<file path="src/rtl/seg7_pkg.sv">
// Glyph constants and the hex-to-segment lookup shared by the scan driver.
// Patterns are high-true, bit 0 = segment a ... bit 6 = segment g.
package seg7_pkg;

    localparam logic [6:0] SEG_0     = 7'h3F;
    localparam logic [6:0] SEG_1     = 7'h06;
    localparam logic [6:0] SEG_2     = 7'h5B;
    localparam logic [6:0] SEG_3     = 7'h4F;
    localparam logic [6:0] SEG_4     = 7'h66;
    localparam logic [6:0] SEG_5     = 7'h6D;
    localparam logic [6:0] SEG_6     = 7'h7D;
    localparam logic [6:0] SEG_7     = 7'h07;
    localparam logic [6:0] SEG_8     = 7'h7F;
    localparam logic [6:0] SEG_9     = 7'h6F;
    localparam logic [6:0] SEG_A     = 7'h77;
    localparam logic [6:0] SEG_B     = 7'h7C;
    localparam logic [6:0] SEG_C     = 7'h39;
    localparam logic [6:0] SEG_D     = 7'h5E;
    localparam logic [6:0] SEG_E     = 7'h79;
    localparam logic [6:0] SEG_F     = 7'h71;
    localparam logic [6:0] SEG_BLANK = 7'h00;

    function automatic logic [6:0] hex_to_seg(input logic [3:0] nibble);
        logic [6:0] s;
        case (nibble)
            4'h0:    s = SEG_0;
            4'h1:    s = SEG_1;
            4'h2:    s = SEG_2;
            4'h3:    s = SEG_3;
            4'h4:    s = SEG_4;
            4'h5:    s = SEG_5;
            4'h6:    s = SEG_6;
            4'h7:    s = SEG_7;
            4'h8:    s = SEG_8;
            4'h9:    s = SEG_9;
            4'hA:    s = SEG_A;
            4'hB:    s = SEG_B;
            4'hC:    s = SEG_C;
            4'hD:    s = SEG_D;
            4'hE:    s = SEG_E;
            default: s = SEG_F;
        endcase
        return s;
    endfunction

endpackage

</file>
<file path="src/rtl/hex7seg_decoder.sv">
// Combinational nibble-to-glyph decoder; output is high-true, polarity is
// applied by whoever instantiates it.
module hex7seg_decoder
    import seg7_pkg::*;
(
    input  logic [3:0] nibble,
    output logic [6:0] seg_high
);

    assign seg_high = hex_to_seg(nibble);

endmodule

</file>
<file path="src/rtl/seg7_scan_driver.sv">
// Time-multiplexed hex display driver: shadow-latches the value, scans one
// digit per prescaler period and registers segment/anode outputs.
module seg7_scan_driver
    import seg7_pkg::*;
#(
    parameter int DIGITS     = 4,
    parameter int PRESCALE   = 50000,
    parameter bit ACTIVE_LOW = 1'b1
) (
    input  logic                clock,
    input  logic                resetn,
    input  logic                load,
    input  logic [4*DIGITS-1:0] value,
    input  logic [DIGITS-1:0]   dp_in,
    input  logic                lz_blank,
    output logic [6:0]          seg,
    output logic                dp,
    output logic [DIGITS-1:0]   an,
    output logic                frame_done
);

    localparam int CW = (PRESCALE > 1) ? $clog2(PRESCALE) : 1;
    localparam int IW = (DIGITS > 1) ? $clog2(DIGITS) : 1;
    localparam logic [CW-1:0]     COUNT_LAST = CW'(PRESCALE - 1);
    localparam logic [IW-1:0]     INDEX_LAST = IW'(DIGITS - 1);
    localparam logic [6:0]        SEG_INV    = {7{ACTIVE_LOW}};
    localparam logic [DIGITS-1:0] AN_INV     = {DIGITS{ACTIVE_LOW}};

    logic [4*DIGITS-1:0] shadow_value_reg;
    logic [DIGITS-1:0]   shadow_dp_reg;
    logic [CW-1:0]       count_reg, count_next;
    logic [IW-1:0]       index_reg, index_next;
    logic                wrap_reg, wrap_next;
    logic [6:0]          seg_reg, seg_next;
    logic                dp_reg, dp_next;
    logic [DIGITS-1:0]   an_reg, an_next;
    logic                frame_done_reg;

    logic                tick;
    logic [3:0]          nibble_arr [DIGITS];
    logic [DIGITS:0]     zero_from;
    logic [3:0]          cur_nibble;
    logic [6:0]          cur_seg_high;
    logic                cur_blank;

    for (genvar gi = 0; gi < DIGITS; gi++) begin : g_nibble
        assign nibble_arr[gi] = shadow_value_reg[4*gi +: 4];
    end

    // zero_from[k] is set when every nibble from k up to the top digit is zero.
    always_comb begin
        zero_from         = '0;
        zero_from[DIGITS] = 1'b1;
        for (int k = DIGITS - 1; k >= 0; k--) begin
            zero_from[k] = zero_from[k+1] & (nibble_arr[k] == 4'h0);
        end
    end

    always_comb begin
        tick       = (count_reg == COUNT_LAST);
        count_next = tick ? '0 : count_reg + CW'(1);
        index_next = index_reg;
        if (tick) begin
            index_next = (index_reg == INDEX_LAST) ? '0 : index_reg + IW'(1);
        end
        wrap_next  = tick && (index_reg == INDEX_LAST);
    end

    assign cur_nibble = nibble_arr[index_reg];

    hex7seg_decoder u_decoder (
        .nibble   (cur_nibble),
        .seg_high (cur_seg_high)
    );

    always_comb begin
        cur_blank = lz_blank && (index_reg != '0) && zero_from[index_reg];
        seg_next  = (cur_blank ? SEG_BLANK : cur_seg_high) ^ SEG_INV;
        dp_next   = shadow_dp_reg[index_reg] ^ ACTIVE_LOW;
        an_next   = (DIGITS'(1) << index_reg) ^ AN_INV;
    end

    always_ff @(posedge clock or negedge resetn) begin
        if (!resetn) begin
            shadow_value_reg <= '0;
            shadow_dp_reg    <= '0;
            count_reg        <= '0;
            index_reg        <= '0;
            wrap_reg         <= 1'b0;
            seg_reg          <= SEG_INV;
            dp_reg           <= ACTIVE_LOW;
            an_reg           <= AN_INV;
            frame_done_reg   <= 1'b0;
        end else begin
            if (load) begin
                shadow_value_reg <= value;
                shadow_dp_reg    <= dp_in;
            end
            count_reg      <= count_next;
            index_reg      <= index_next;
            wrap_reg       <= wrap_next;
            seg_reg        <= seg_next;
            dp_reg         <= dp_next;
            an_reg         <= an_next;
            // Delayed by one stage so the pulse lines up with an showing digit 0.
            frame_done_reg <= wrap_reg;
        end
    end

    assign seg        = seg_reg;
    assign dp         = dp_reg;
    assign an         = an_reg;
    assign frame_done = frame_done_reg;

endmodule

</file>
<file path="config.mk">
export PLATFORM = sky130hd
export DESIGN_NAME = seg7_scan_driver
export DESIGN_NICKNAME = d
export VERILOG_FILES = /design/src/rtl/seg7_pkg.sv /design/src/rtl/hex7seg_decoder.sv /design/src/rtl/seg7_scan_driver.sv
export SDC_FILE = /design/constraint.sdc
export NUM_CORES = 1
export LEC_CHECK = 0
export BUFFER_PORTS_ARGS = -buffer_cell sky130_fd_sc_hd__clkbuf_2
export CAP_MARGIN = 20
export CORE_ASPECT_RATIO = 1.4
export CORE_UTILIZATION = 56
export DETAILED_ROUTE_END_ITERATION = 6
export PLACE_DENSITY = 0.81
export SYNTH_ARGS = -nofsm -noshare
export SYNTH_HDL_FRONTEND = slang
export SYNTH_SLANG_ARGS = --single-unit
</file>
<file path="constraint.sdc">
create_clock -name clock -period 2.22 [get_ports clock]
set_clock_uncertainty 0.1 [all_clocks]
set_input_delay 0.444 -clock clock [delete_from_list [all_inputs] [get_ports clock]]
set_output_delay 0.444 -clock clock [all_outputs]
set_load 0.02 [all_outputs]
</file>
==> impl_metrics.py, run 1 <==
metrics = {
    "outcome": {
        "run_status": "finished, final reports clean",
    },
    "worst_setup_path": {
        "worstSetupStartpointType": "register",
        "critPathCaptureType": "register",
        "r2r.worst_path.cells": 5,
        "cp.required_ns": 2.35,
        "cpMaxStageDelayCell": "mux4_2",
        "r2r_start": "index_reg[0]$_DFFE_PN0N_",
        "crit_fanout": 7,
        "cp.arrival_ns": 2.17,
        "critPathMaxStageDelay_ns": 0.60,
        "crit_type": "register to register",
        "cp_cell_sequence": "mux4_2 -> ha_1 -> mux2_1 -> o21ai_1 -> nand2_1",
        "r2r_slack_ns": 0.17,
        "reg2reg_to": "seg[4]$_DFF_PN1_",
    },
    "detailed_routing": {
        "route.final.wire_length_mm": 4.19,
        "via_per_inst": 5.45,
        "wl_met3_um": 149,
        "routed.top_layer": "met4",
        "firstDrtPassIters": 4,
        "wl_met1_mm": 1.90,
        "wl_met2_mm": 2.05,
        "wl_per_cell_um": 13.7,
        "ant_nets": 0,
        "drc": 0,
        "initialDrtViolationCount": 50,
        "vias": 1669,
    },
    "job": {
        "max-cap-violations": 0,
    },
    "layout": {
        "seq_area_mm2": 0.00132,
        "layout.cells.most_common": "dfrtp_1",
        "final_core_util_pct": 67.7,
        "area_delta_synth_final_pct": 14.6,
        "diodes": 0,
        "nets": 280,
        "layout_common_cells": "39 x dfrtp_1, 36 x clkbuf_2, 20 x mux2_2, 14 x nor2_1, 12 x dfstp_2",
        "fillers": 333,
        "drive_above_1_share_pct": 37.4,
        "multi_input_area_mm2": 0.00113,
    },
    "floorplan": {
        "initial_core_util_pct": 59.0,
        "die_y_um": 81.4,
        "die_area_mm2": 0.00478,
        "core_region_area_mm2": 0.00427,
        "die_x_um": 58.7,
        "row_count": 28,
        "io_pins": 37,
    },
    "global_route": {
        "track_usage_pct": 20.8,
        "grt_pass1_vias": 1686,
        "grt_max_degree": 29,
        "grt_overflow": 0,
        "grt_pass1_wl_mm": 7.51,
        "antenna_found_initial": 0,
    },
    "synthesis": {
        "synth_seq_cells": 52,
        "yosys_warnings": 0,
        "synth_compound_gate_area_share_pct": 4.96,
        "synth.distinct_cells": 39,
        "netlist_instances": 205,
        "syn_area_mm2": 0.00252,
        "synth_ff_type": "dfrtp_1",
        "synth_top_family_by_area": "multiplexers",
        "synth-seq-area-share_pct": 52.2,
        "synthSimpleGateAreaFrac_pct": 13.9,
        "synth_edf_count": 0,
        "syn_nets": 240,
        "synthAdderAreaFrac_pct": 5.46,
        "synthXorXnorAreaFrac_pct": 5.56,
        "synth-async-reset-ratio_pct": 100,
        "syn_area_per_cell_um2": 12.3,
        "muxShareOfSynthArea_pct": 14.7,
    },
    "power": {
        "power_density_mw_per_mm2": 679,
        "p_leak_nw": 1.29,
        "ir_drop_mv": 0.479,
    },
    "timing": {
        "hold_viol": 0,
        "maxSlewViolCount": 0,
        "rsz0062_at_grt": "no",
        "tns_ns": 0,
        "relSlewSlack_pct": 60.1,
        "tightest_slew_ns": 0.599,
        "finalCritPeriodShare_pct": 92.3,
        "fmax_mhz": 488,
        "fin_ws_ns": 0.171,
        "setup_viol": 0,
        "hold_ws_ns": 0.0345,
        "post-route-min-period_ns": 2.05,
    },
    "clock_tree": {
        "cts_max_level": 2,
        "cts_hold_buf": 0,
        "cts_max_path_buffers": 2,
        "clkSlewWorstSetupHoldPaths_ns": 0.10,
        "numCtsBuffers": 5,
        "tritoncts": "built",
        "cts_root_buffer": "clkbuf_8",
        "cts_sinks": 52,
        "clk_latency_ns": 0.31,
    },
    "placement": {
        "port_buffers": 36,
        "gp_congestion": 0.817,
        "hpwl_mm": 3.08,
        "pre_cts_slack_ns": 0.0918,
    },
    "hold_path": {
        "holdCritPathClass": "primary input to async pin",
    },
}
[synthesized netlist by cell type (3+ instances only)]
master	instances	area share (%)
o21ai_0	3	0.60
dfstp_2	12	12
or4_1	3	0.89
dfrtp_1	40	40
nand4_1	6	1.5
inv_1	11	1.6
a21oi_1	5	0.99
nor4b_1	3	1.0
xnor2_1	5	1.7
mux2_2	20	8.9
xor2_1	11	3.8
nand3_1	11	2.2
nor2_1	14	2.1
nand2_1	10	1.5
o21ai_1	3	0.60
ha_1	11	5.5
mux4_2	6	5.4
[per-stage QoR]
| step | total power [mW] | std cells | area, um^2 |
|---|---|---|---|
| 2_1_floorplan | 1.25 | 205 | 2520 |
| 5_1_grt | 2.04 | 306 | 2890 |
| 4_1_cts | 1.98 | 306 | 2880 |
| 3_3_place_gp | 1.34 | 298 | 2770 |
| 6_report | 1.96 | 306 | 2890 |
| 3_5_place_dp | 1.34 | 298 | 2770 |
[layout make-up]
class	instances	area share, %
clock inverter	3	1.47
tap	60	2.60
sequential	52	45.6
clock buffer	5	2.38
timing repair buffer	39	7.44
multi-input combinational	136	39.1
inverter	11	1.43
[critical path: cells and delay by family (launching register included)]
| kind | cells | cell delay [ns] |
|---|---|---|
| fa+ha+maj | 1 | 0.27 |
| flops | 1 | 0.49 |
| compound gates | 1 | 0.13 |
| simple gates | 1 | 0.06 |
| mux | 2 | 0.91 |
[per-layer routing]
layer	GRT usage (%)	vias up
met5	0	-
met4	8.33	0
met3	4.57	10
met2	33.5	45
met1	27.2	808
li1	-	806
[repair_timing]
item,4_1_cts,5_1_grt
buffers inserted,0,0
resized for setup,0,2
endpoints found under the setup margin,0,7
[power by group]
group | total [mW] | switching (mW) | internal, mW
clock network | 0.639 | 0.306 | 0.334
registers | 1.06 | 0.0396 | 1.02
logic | 0.261 | 0.136 | 0.125
[logic make-up after synthesis]
family / Yosys count
xor gates and xnor gates: 16
AOI/OAI and AO/OA: 19
and+or+nand+nor: 63
muxes: 27
DFF: 52
buffers and inverters: 17
adders and majority gates: 11
[how the worst max path moves through the flow]
stage / slack, ns / start / cells after the start / endpoint
floorplan: 0.27 / index_reg[0]$_DFFE_PN0N_ / 6 / seg[4]$_DFF_PN1_
global placement: 0.13 / index_reg[0]$_DFFE_PN0N_ / 5 / seg[4]$_DFF_PN1_
detailed placement: 0.09 / index_reg[0]$_DFFE_PN0N_ / 5 / seg[4]$_DFF_PN1_
CTS: 0.07 / index_reg[0]$_DFFE_PN0N_ / 5 / seg[4]$_DFF_PN1_
global route: 0.03 / index_reg[0]$_DFFE_PN0N_ / 6 / seg[2]$_DFF_PN1_
finish: 0.17 / index_reg[0]$_DFFE_PN0N_ / 5 / seg[4]$_DFF_PN1_
Note: power is estimated with default switching activity, not from simulation.
==> run 2, diff against run 1 <==
--- a/config.mk
+++ b/config.mk
@@ -10,7 +10,8 @@
 export CORE_ASPECT_RATIO = 1.4
 export CORE_UTILIZATION = 56
 export DETAILED_ROUTE_END_ITERATION = 6
-export PLACE_DENSITY = 0.81
+export PLACE_DENSITY = 0.82
 export SYNTH_ARGS = -nofsm -noshare
 export SYNTH_HDL_FRONTEND = slang
+export SYNTH_HIERARCHICAL = 1
 export SYNTH_SLANG_ARGS = --single-unit
==> impl_metrics.py, run 2 <==
metrics = {
    "layout": {
        "layout_common_cells": "39 x dfrtp_1, 36 x clkbuf_2, 25 x mux2_2, 15 x nor2_1, 14 x inv_1",
        "area_delta_synth_final_pct": 13.8,
        "layout.cells.most_common": "dfrtp_1",
        "multi_input_area_mm2": 0.00108,
        "diodes": 0,
        "seq_area_mm2": 0.00132,
        "fillers": 315,
        "nets": 278,
        "drive_above_1_share_pct": 40.7,
    },
    "clock_tree": {
        "cts_resized": 0,
        "tritoncts": "built",
        "clk_latency_ns": 0.30,
        "cts_max_path_buffers": 2,
        "cts_sinks": 52,
        "cts_max_level": 2,
        "cts_hold_buf": 0,
        "clkSlewWorstSetupHoldPaths_ns": 0.09,
        "cts_root_buffer": "clkbuf_8",
        "numCtsBuffers": 5,
        "post_cts_buffers": 0,
    },
    "global_route": {
        "antenna_found_initial": 0,
        "grt_overflow": 0,
        "grt_pass1_vias": 1659,
        "grt_max_degree": 53,
        "grt_pass1_wl_mm": 7.31,
        "track_usage_pct": 20.7,
    },
    "synthesis": {
        "synth_area_leaders": "dfrtp_1 40%, dfstp_2 13%, mux2_2 11%, ha_1 6.0%, mux4_2 5.4%",
        "syn_nets": 238,
        "yosys_warnings": 6,
        "synth-async-reset-ratio_pct": 100,
        "synth_area_leader_cell": "dfrtp_1",
        "netlist_instances": 202,
        "synth_edf_count": 0,
        "syn_area_mm2": 0.00250,
        "synth_top_area_share_pct": 40.1,
        "synth-seq-area-share_pct": 52.7,
        "yosysMostFrequentCell": "dfrtp_1",
        "synth.distinct_cells": 38,
        "synth_seq_cells": 52,
        "synth_ff_type": "dfrtp_1",
        "syn_area_per_cell_um2": 12.4,
        "synthTopCellsByCount": "40 x dfrtp_1, 25 x mux2_2, 15 x nor2_1",
    },
    "timing": {
        "rsz0062_at_grt": "no",
        "post-route-min-period_ns": 2.12,
        "tns_ns": 0,
        "setup_viol": 0,
        "fin_ws_ns": 0.105,
        "finalCritPeriodShare_pct": 95.3,
        "relSlewSlack_pct": 58.6,
        "tightest_slew_ns": 0.621,
        "hold_viol": 0,
        "maxSlewViolCount": 0,
        "fmax_mhz": 473,
    },
    "worst_setup_path": {
        "worstSetupStartpointType": "register",
        "crit_type": "register to register",
        "critPathMaxStageDelay_ns": 0.56,
        "cp.required_ns": 2.37,
        "cpMaxStageDelayCell": "mux4_2",
        "critPathCaptureType": "register",
        "cp.arrival_ns": 2.27,
        "crit_fanout": 5,
        "cp_cell_sequence": "mux4_2 -> inv_1 -> ha_2 -> inv_1 -> mux4_2 -> nand2_1",
    },
    "placement": {
        "pre_cts_slack_ns": 0.0717,
        "hpwl_mm": 3.05,
        "port_buffers": 36,
        "gp_congestion": 0.930,
    },
    "detailed_routing": {
        "initialDrtViolationCount": 67,
        "routed.top_layer": "met4",
        "wl_met3_um": 171,
        "ant_nets": 0,
        "wl_met2_mm": 2.08,
        "wl_per_cell_um": 13.9,
        "wl_met1_mm": 1.88,
        "drc": 0,
        "firstDrtPassIters": 4,
        "via_per_inst": 5.43,
        "vias": 1645,
        "route.final.wire_length_mm": 4.22,
    },
    "floorplan": {
        "io_pins": 37,
        "die_y_um": 81.0,
        "core_region_area_mm2": 0.00424,
        "die_area_mm2": 0.00474,
        "die_x_um": 58.5,
        "row_count": 28,
        "initial_core_util_pct": 58.9,
    },
    "outcome": {
        "run_status": "finished, final reports clean",
    },
    "power": {
        "power_mw": 1.86,
        "power_density_mw_per_mm2": 654,
        "p_leak_nw": 1.31,
        "ir_drop_mv": 0.578,
    },
    "hold_path": {
        "holdCritPathClass": "primary input to async pin",
    },
    "job": {
        "max-cap-violations": 0,
    },
}
[run 2: layer usage]
layer | vias up | track usage, %
met2 | 47 | 33.2
met1 | 807 | 26.8
li1 | 782 | -
met4 | 0 | 9.52
met5 | - | 0
met3 | 9 | 4.78
[run 2: power breakdown]
group	total, mW	internal, mW	switching, mW
Sequential	1.06	1.02	0.0340
Combinational	0.257	0.119	0.138
Clock	0.547	0.249	0.297
[run 2: logic make-up (layout without fill, tap and decap cells)]
kind of cell | Yosys count | count (layout) | share of synthesized area (%)
simple gates | 58 | 58 | 12.0
mux | 33 | 33 | 17.5
compound gates | 11 | 11 | 3.15
fa+ha+maj | 12 | 12 | 6.01
xor+xnor | 13 | 13 | 4.56
buf+inv | 23 | 64 | 4.11
flops | 52 | 52 | 52.7
[run 2: worst max-delay path, delay by kind of cell (launching register included)]
kind          cells  cell delay (ns)
fa+ha+maj         1             0.24
mux               2             1.01
simple gates      1             0.07
buf+inv           2             0.22
flops             1             0.42
[run 2: path summary, 6_finish.rpt]
kind / end / cells after the start / from / slack (ns)
max: seg[3]$_DFF_PN1_ / 6 / index_reg[0]$_DFFE_PN0N_ / 0.10
min: shadow_value_reg[0]$_DFFE_PN0P_ / 2 / resetn / 0.13
max reg2reg: seg[3]$_DFF_PN1_ / 6 / index_reg[0]$_DFFE_PN0N_ / 0.10
min reg2reg: frame_done$_DFF_PN0_ / 0 / wrap_reg$_DFF_PN0_ / 0.27
max in group asynchronous: index_reg[0]$_DFFE_PN0N_ / 2 / resetn / 1.45
min in group clock: shadow_value_reg[4]$_DFFE_PN0P_ / 2 / value[4] / 0.27
[run 2: metrics by stage]
stage	utilization [%]	std cells	hold WS [ns]	cell area [um^2]
after CTS	67.0	303	0.153	2840
after detailed placement	64.8	295	0.256	2750
final	67.1	303	0.128	2840
after global placement	64.8	295	0.234	2750
after global routing	67.1	303	0.188	2840
after floorplan	-	202	0.0484	2500
[run 2: layout make-up]
cell class	instances	share of cell area, %
Sequential cell	52	46.3
Multi-Input combinational cell	127	38.1
Timing Repair Buffer	41	7.66
Clock buffer	6	2.90
Tap cell	60	2.64
Inverter	15	2.07
Clock inverter	2	0.352
==> run 3, diff against run 2 <==
--- a/config.mk
+++ b/config.mk
@@ -10,6 +10,7 @@
 export CORE_ASPECT_RATIO = 1.4
 export CORE_UTILIZATION = 56
 export DETAILED_ROUTE_END_ITERATION = 6
+export MAX_ROUTING_LAYER = met4
 export PLACE_DENSITY = 0.82
 export SYNTH_ARGS = -nofsm -noshare
 export SYNTH_HDL_FRONTEND = slang
==> impl_metrics.py, run 3 (synthesis gave the netlist of run 2 again) <==
metrics = {
    "timing": {
        "setup_viol": 0,
        "tightest_slew_ns": 0.621,
        "relSlewSlack_pct": 58.6,
        "maxSlewViolCount": 0,
        "hold_viol": 0,
        "fin_ws_ns": 0.0957,
        "post-route-min-period_ns": 2.12,
        "rsz0062_at_grt": "no",
        "fmax_mhz": 471,
        "tns_ns": 0,
        "hold_ws_ns": 0.129,
        "finalCritPeriodShare_pct": 95.7,
    },
    "floorplan": {
        "io_pins": 37,
        "row_count": 28,
        "core_region_area_mm2": 0.00424,
        "initial_core_util_pct": 58.9,
        "die_x_um": 58.5,
        "die_y_um": 81.0,
        "die_area_mm2": 0.00474,
    },
    "placement": {
        "hpwl_mm": 3.05,
        "gp_congestion": 0.947,
        "pre_cts_slack_ns": 0.0717,
        "dp.cells": 295,
        "port_buffers": 36,
    },
    "hold_path": {
        "holdCritPathClass": "primary input to async pin",
    },
    "outcome": {
        "run_status": "finished, final reports clean",
    },
    "clock_tree": {
        "cts_max_level": 2,
        "numCtsBuffers": 5,
        "cts_root_buffer": "clkbuf_8",
        "cts_sinks": 52,
        "post_cts_buffers": 0,
        "clkSlewWorstSetupHoldPaths_ns": 0.09,
        "tritoncts": "built",
        "clk_latency_ns": 0.30,
        "cts_max_path_buffers": 2,
    },
    "layout": {
        "drive_above_1_share_pct": 40.7,
        "final_cells": 303,
        "layout.cells.most_common": "dfrtp_1",
        "diodes": 0,
        "layout_common_cells": "39 x dfrtp_1, 36 x clkbuf_2, 25 x mux2_2, 15 x nor2_1, 14 x inv_1",
        "area_delta_synth_final_pct": 13.8,
        "nets": 278,
    },
    "power": {
        "ir_drop_mv": 0.578,
        "power_density_mw_per_mm2": 654,
        "p_leak_nw": 1.31,
    },
    "global_route": {
        "globalRouteMet2Util_pct": 33.2,
        "grt_busiest_layer": "met2",
        "antenna_found_initial": 0,
        "grt_pass1_vias": 1660,
        "track_usage_pct": 21.4,
        "grt_max_degree": 53,
        "grt_pass1_wl_mm": 7.32,
        "grt_overflow": 0,
        "met1_usage_pct": 26.8,
        "gr-usage-met3_pct": 4.78,
    },
    "detailed_routing": {
        "route.final.wire_length_mm": 4.21,
        "drc": 0,
        "wl_per_cell_um": 13.9,
        "vias": 1646,
        "firstDrtPassIters": 4,
        "ant_nets": 0,
        "via_per_inst": 5.43,
        "initialDrtViolationCount": 70,
    },
    "worst_setup_path": {
        "critPathCaptureType": "register",
        "crit_fanout": 5,
        "cp.required_ns": 2.37,
        "reg2reg_to": "seg[3]$_DFF_PN1_",
        "r2r.worst_path.cells": 6,
        "crit_type": "register to register",
        "worstSetupStartpointType": "register",
        "r2r_start": "index_reg[0]$_DFFE_PN0N_",
        "cp.arrival_ns": 2.28,
        "r2r_slack_ns": 0.1,
    },
    "job": {
        "max-cap-violations": 0,
    },
}
[run 3: power breakdown]
part / total [mW] / switching [mW] / internal, mW / leakage (nW)
combinational: 0.257 / 0.138 / 0.119 / 0.638
sequential: 1.06 / 0.0340 / 1.02 / 0.623
clock: 0.545 / 0.296 / 0.249 / 0.0510
total: 1.86 / 0.468 / 1.39 / 1.31
[run 3: layout make-up]
| class | count | area, um^2 |
|---|---|---|
| clock buffers | 6 | 82.6 |
| clock inverters | 2 | 10.0 |
| fillers | 315 | 1400 |
| inverters | 15 | 58.8 |
| multi-input cells | 127 | 1080 |
| flip-flops and latches | 52 | 1320 |
| well taps | 60 | 75.1 |
| repair buffers | 41 | 218 |
[run 3: stage by stage]
step | instance area [um^2] | util, % | total power, mW
finish | 2840 | 67.1 | 1.86
global route | 2840 | 67.1 | 1.95
CTS | 2840 | 67.0 | 1.88
detailed placement | 2750 | 64.8 | 1.33
global placement | 2750 | 64.8 | 1.32
floorplan | 2500 | - | 1.24
[run 3: routing by layer]
metal  vias up  wire (um)
li1        782          -
met1       811       1870
met2        43       2090
met3        10        164
met4         0         87
met5         -          0
[run 3: timing repair]
item,CTS,global route
endpoints found under the setup margin,0,2
resized for setup,0,2
hold buffers,0,0
hold endpoints to repair,0,0
[run 3: worst max-delay path, stage by stage, from the launching register on]
cell and delay [ns]:
dfrtp_2 0.42, mux4_2 0.56, inv_1 0.17, ha_2 0.25
inv_1 0.06, mux4_2 0.45, nand2_1 0.07
[run 3: how the worst max path moves through the flow]
stage,from,to,cells past startpoint
2_1_floorplan,index_reg[0]$_DFFE_PN0N_,seg[3]$_DFF_PN1_,7
3_3_place_gp,index_reg[0]$_DFFE_PN0N_,seg[3]$_DFF_PN1_,6
3_5_place_dp,index_reg[0]$_DFFE_PN0N_,seg[3]$_DFF_PN1_,6
4_1_cts,index_reg[0]$_DFFE_PN0N_,seg[3]$_DFF_PN1_,6
5_1_grt,index_reg[0]$_DFFE_PN0N_,seg[3]$_DFF_PN1_,6
6_report,index_reg[0]$_DFFE_PN0N_,seg[3]$_DFF_PN1_,6
